## src/rtl/crypto_pkg.sv

```systemverilog
// Shared definitions for the mini crypto processor: default widths,
// opcode values, ALU operation encodings and the sequencer state type.
package crypto_pkg;

  localparam int AW_DEF = 4;
  localparam int IW_DEF = 8;

  localparam logic [3:0] OP_NOP  = 4'd0;
  localparam logic [3:0] OP_LDK  = 4'd1;
  localparam logic [3:0] OP_XOR  = 4'd2;
  localparam logic [3:0] OP_ADD  = 4'd3;
  localparam logic [3:0] OP_ROTL = 4'd4;
  localparam logic [3:0] OP_JMP  = 4'd5;
  localparam logic [3:0] OP_JZ   = 4'd6;
  localparam logic [3:0] OP_HALT = 4'd7;

  localparam logic [1:0] ALU_XOR  = 2'b00;
  localparam logic [1:0] ALU_ADD  = 2'b01;
  localparam logic [1:0] ALU_ROTL = 2'b10;
  localparam logic [1:0] ALU_PASS = 2'b11;

  typedef enum logic [2:0] {
    ST_IDLE   = 3'd0,
    ST_FETCH  = 3'd1,
    ST_DECODE = 3'd2,
    ST_EXEC   = 3'd3,
    ST_HALT   = 3'd4
  } cu_state_t;

endpackage

```

## src/rtl/instr_decoder.sv

```systemverilog
// Combinational opcode decode: maps the 4-bit opcode onto the set of
// datapath strobes and control-flow flags used by control_unit in EXEC.
// Instructions that do not use the ALU report the pass-through encoding.
module instr_decoder
  import crypto_pkg::*;
(
  input  logic [3:0] opcode,
  output logic       key_load,
  output logic       reg_we,
  output logic [1:0] alu_op,
  output logic       is_jmp,
  output logic       is_jz,
  output logic       is_halt,
  output logic       illegal
);

  // Opcode to strobe-set lookup; everything above HALT is illegal.
  always_comb begin
    key_load = 1'b0;
    reg_we   = 1'b0;
    alu_op   = ALU_PASS;
    is_jmp   = 1'b0;
    is_jz    = 1'b0;
    is_halt  = 1'b0;
    illegal  = 1'b0;
    case (opcode)
      OP_NOP:  ;
      OP_LDK:  key_load = 1'b1;
      OP_XOR:  begin alu_op = ALU_XOR;  reg_we = 1'b1; end
      OP_ADD:  begin alu_op = ALU_ADD;  reg_we = 1'b1; end
      OP_ROTL: begin alu_op = ALU_ROTL; reg_we = 1'b1; end
      OP_JMP:  is_jmp  = 1'b1;
      OP_JZ:   is_jz   = 1'b1;
      OP_HALT: is_halt = 1'b1;
      default: illegal = 1'b1;
    endcase
  end

endmodule

```

## src/rtl/control_unit.sv

```systemverilog
// Instruction sequencer: fixed FETCH/DECODE/EXEC loop driving the program
// counter (pc_enable / jump / jump_addr) and the datapath strobes.
// Build option: CU_ILLEGAL_TRAP_EN -- when defined an illegal opcode halts
// the sequencer from DECODE; otherwise it executes as a NOP. fault_pc
// records the address of the last illegal opcode in both builds.
module control_unit
  import crypto_pkg::*;
#(
  parameter int AW = AW_DEF,
  parameter int IW = IW_DEF
) (
  input  logic          clk,
  input  logic          reset,
  input  logic          start,
  input  logic [AW-1:0] pc,
  input  logic [IW-1:0] instr,
  input  logic          zero,
  output logic          pc_enable,
  output logic          jump,
  output logic [AW-1:0] jump_addr,
  output logic [1:0]    alu_op,
  output logic          key_load,
  output logic          reg_we,
  output logic [3:0]    imm,
  output logic          busy,
  output logic          halted,
  output logic [AW-1:0] fault_pc
);

  cu_state_t     state_reg, state_next;
  logic [IW-1:0] ir_reg;
  logic [AW-1:0] fault_pc_reg;

  logic       dec_key_load;
  logic       dec_reg_we;
  logic [1:0] dec_alu_op;
  logic       dec_is_jmp;
  logic       dec_is_jz;
  logic       dec_is_halt;
  logic       dec_illegal;
  logic       take_jump;

  instr_decoder u_decoder (
    .opcode   (ir_reg[IW-1:IW-4]),
    .key_load (dec_key_load),
    .reg_we   (dec_reg_we),
    .alu_op   (dec_alu_op),
    .is_jmp   (dec_is_jmp),
    .is_jz    (dec_is_jz),
    .is_halt  (dec_is_halt),
    .illegal  (dec_illegal)
  );

  // State register.
  always_ff @(posedge clk or negedge reset) begin
    if (!reset) state_reg <= ST_IDLE;
    else        state_reg <= state_next;
  end

  // Instruction register, loaded from the ROM at the edge closing FETCH.
  always_ff @(posedge clk or negedge reset) begin
    if (!reset)                     ir_reg <= '0;
    else if (state_reg == ST_FETCH) ir_reg <= instr;
  end

  // Remember where the most recent illegal opcode was found.
  always_ff @(posedge clk or negedge reset) begin
    if (!reset)                                      fault_pc_reg <= '0;
    else if (state_reg == ST_DECODE && dec_illegal)  fault_pc_reg <= pc;
  end

  // JZ is the only strobe that depends on a live input (zero) in EXEC.
  assign take_jump = dec_is_jmp | (dec_is_jz & zero);

  // Next-state logic and EXEC-only strobes.
  always_comb begin
    state_next = state_reg;
    pc_enable  = 1'b0;
    jump       = 1'b0;
    key_load   = 1'b0;
    reg_we     = 1'b0;
    alu_op     = ALU_XOR;
    case (state_reg)
      ST_IDLE:   if (start) state_next = ST_FETCH;
      ST_FETCH:  state_next = ST_DECODE;
      ST_DECODE: begin
`ifdef CU_ILLEGAL_TRAP_EN
        state_next = dec_illegal ? ST_HALT : ST_EXEC;
`else
        state_next = ST_EXEC;
`endif
      end
      ST_EXEC: begin
        key_load = dec_key_load;
        reg_we   = dec_reg_we;
        alu_op   = dec_alu_op;
        if (dec_is_halt) begin
          state_next = ST_HALT;
        end else begin
          state_next = ST_FETCH;
          jump       = take_jump;
          pc_enable  = ~take_jump;
        end
      end
      ST_HALT:   state_next = ST_HALT;
      default:   state_next = ST_IDLE;
    endcase
  end

  assign jump_addr = jump ? AW'(ir_reg[3:0]) : '0;
  assign imm       = ir_reg[3:0];
  assign busy      = (state_reg == ST_FETCH) || (state_reg == ST_DECODE) ||
                     (state_reg == ST_EXEC);
  assign halted    = (state_reg == ST_HALT);
  assign fault_pc  = fault_pc_reg;

endmodule

```

## config.mk

```make
export PLATFORM = sky130hd
export DESIGN_NAME = control_unit
export DESIGN_NICKNAME = d
export VERILOG_FILES = /design/src/rtl/crypto_pkg.sv /design/src/rtl/instr_decoder.sv /design/src/rtl/control_unit.sv
export SDC_FILE = /design/constraint.sdc
export NUM_CORES = 1
export LEC_CHECK = 0
export ABC_AREA = 0
export BUFFER_PORTS_ARGS = -buffer_cell sky130_fd_sc_hd__buf_2
export CELL_PAD_IN_SITES_DETAIL_PLACEMENT = 1
export CELL_PAD_IN_SITES_GLOBAL_PLACEMENT = 1
export CORE_MARGIN = 2
export CORE_UTILIZATION = 37
export DETAILED_ROUTE_END_ITERATION = 7
export GPL_TIMING_DRIVEN = 0
export PLACE_DENSITY = 0.92
export SLEW_MARGIN = 10
export SYNTH_ARGS = -nofsm -noshare
export SYNTH_HDL_FRONTEND = slang
export SYNTH_SLANG_ARGS = --single-unit
export TNS_END_PERCENT = 10
```

## constraint.sdc

```tcl
create_clock -name clk -period 4.1 [get_ports clk]
set_input_delay 0.82 -clock clk [delete_from_list [all_inputs] [get_ports clk]]
set_output_delay 0.82 -clock clk [all_outputs]
set_load 0.05 [all_outputs]
```

==> metrics.yaml <==
status:
  status: "finished, final reports clean"
placement:
  gp_congestion: 0.740
  dp_hpwl_mm: 1.58
  port_buffers: 35
min_path:
  worstHoldPathType: "in2async"
timing:
  fmaxAchievable_mhz: 345
  finalCriticalPeriod_ns: 2.90
  finalHoldViolations: 0
  fin_setup_tns_ns: 0
  timing.final.crit_share_pct: 70.7
  tightest_slew_ns: 0.627
  fin_skew_ns: 0.00210
  setup_viol: 0
  rsz0062_at_grt: "false"
  slew_headroom_pct: 58.2
  drv_slew: 0
critical_path:
  critPathCaptureType: "output pin"
  crit_type: "reg2out"
  critPathMaxFanout: 10
  cp.required_ns: 3.28
  ff2ff_path_depth: 3
  reg2reg_from: "state_reg[1]$_DFFE_PN0P_"
  critical_path.startpoint: "state_reg[2]$_DFFE_PN0P_"
  worstReg2RegEnd: "ir_reg[0]$_DFFE_PN0P_"
  cp.arrival_ns: 2.08
  r2r_slack_ns: 2.48
  cp-start-kind: "flop"
clock_tree:
  clock_sink_count: 15
  cts_buffer_depth: 2
  cts_tree: "yes"
  post_cts_resize_count: 0
  cts_max_level: 1
  path_clk_slew_ns: 0.09
  numCtsBuffers: 3
  clock-root-buffer: "clkbuf_4"
  cts_hold_buf: 0
  worstSkewPairLatency_ns: 0.28
  postCtsSetupBuffers: 0
floorplanning:
  rows: 17
  die_h_um: 52.0
  fp.dieW_um: 52.0
  die-area_sq_um: 2710
  start_util_pct: 38.9
  io_pins: 36
  coreArea_sq_um: 2190
detailed_routing:
  post_drt_wl_per_cell_um: 14.8
  viasPerCell: 4.87
  dr.pass1.iters: 4
  drtIter0Drc: 8
  vias: 677
  drc: 0
  ant_nets: 0
  wirelength_mm: 2.05
flow_run:
  max_cap_viol_count: 0
grt:
  grt-ovfl-total: 0
  track_usage_pct: 16.5
  grt_start_max_net_pins: 16
  antenna_found_initial: 0
  grt_pass1_wl_mm: 3.17
  grt_pass1_vias: 688
yosys:
  synth-edff-count: 0
  yosysTopAreaCellShare_pct: 44.0
  syn_nets: 88
  synth-seq-area-share_pct: 44.0
  async_reset_ff_share_pct: 100
  netlist_instances: 72
  synthesis.area_sq_um: 853
  ys.flop_type: "dfrtp_1"
  synth_cell_types: 26
  avgSynthCellArea_sq_um: 11.9
  ys_seq_elements: 15
  yosys-top-cells-area: "dfrtp_1 (44%), mux2_4 (14%), mux2_2 (5.3%)"
  yosys.area.top_type: "dfrtp_1"
  synth_warnings: 0
layout:
  antenna_cells: 0
  largest_reg_flops: 8
  layout.nets: 128
  area_delta_synth_final_pct: 28.0
  drive_above_1_share_pct: 55.0
  final_cell_mix: "buf_2 (38), dfrtp_1 (15), mux2_4 (8), nor2_1 (5)"
  final_common_cell: "buf_2"
## worst max-delay path by stage
stage | end | slack (ns) | cells past startpoint
2_1_floorplan | jump_addr[0] | 0.48 | 2
3_5_place_dp | jump_addr[1] | 1.37 | 4
4_1_cts | jump_addr[1] | 1.22 | 5
3_3_place_gp | jump_addr[3] | 1.44 | 4
6_report | jump_addr[1] | 1.20 | 5
5_1_grt | jump_addr[1] | 1.11 | 5
## cells by family after synthesis
| group | count (synthesis) | synth area share [%] |
|---|---|---|
| compound gates | 13 | 12.0 |
| xor+xnor | 2 | 2.05 |
| buf+inv | 13 | 7.92 |
| flops | 15 | 44.0 |
| mux | 12 | 19.4 |
| simple gates | 17 | 14.7 |
## layer usage
metal / GRT usage, % / vias up / share of wire (%)
met5: 0 / - / 0
met4: 7.89 / 0 / 1.4
met3: 1.72 / 2 / 2.4
met2: 30.2 / 12 / 54
met1: 18.7 / 333 / 42
li1: - / 330 / -
## through the flow
step / area (sq um) / hold WS [ns] / cells / setup slack [ns] / util [%]
global route: 1090 / 0.433 / 139 / 1.11 / 49.9
floorplan: 855 / 0.506 / 72 / 0.478 / -
global placement: 1060 / 0.487 / 135 / 1.44 / 48.6
detailed placement: 1060 / 0.501 / 135 / 1.37 / 48.6
finish: 1090 / 0.429 / 139 / 1.20 / 49.9
CTS: 1090 / 0.438 / 139 / 1.22 / 49.9
## critical path, cell delays in order (launching register included)
cell       delay [ns]
dfrtp_1          0.36
buf_2            0.17
nand3b_1         0.20
clkbuf_1         0.25
a2111oi_1        0.45
buf_2            0.36
## cell type report
| cell class | instances | area, sq um |
|---|---|---|
| clock buffers | 3 | 22.5 |
| multi-input cells | 44 | 412 |
| inverters | 4 | 15.0 |
| fillers | 258 | 1100 |
| plain buffers | 9 | 52.6 |
| well taps | 28 | 35.0 |
| clock inverters | 1 | 5.00 |
| flip-flops and latches | 15 | 375 |
| repair buffers | 35 | 175 |
## cell usage after synthesis, types with 3 or more instances
master,n
dfrtp_1,15
mux2_4,8
nor2_1,5
buf_4,4
inv_1,4
mux2_2,4
a2111oi_1,3
a21oi_1,3
buf_2,3
nand2b_1,3
Power is left out: the tool's default activity adds up to more than one toggle a clock period on the data nets, which glitch-free logic cannot reach.
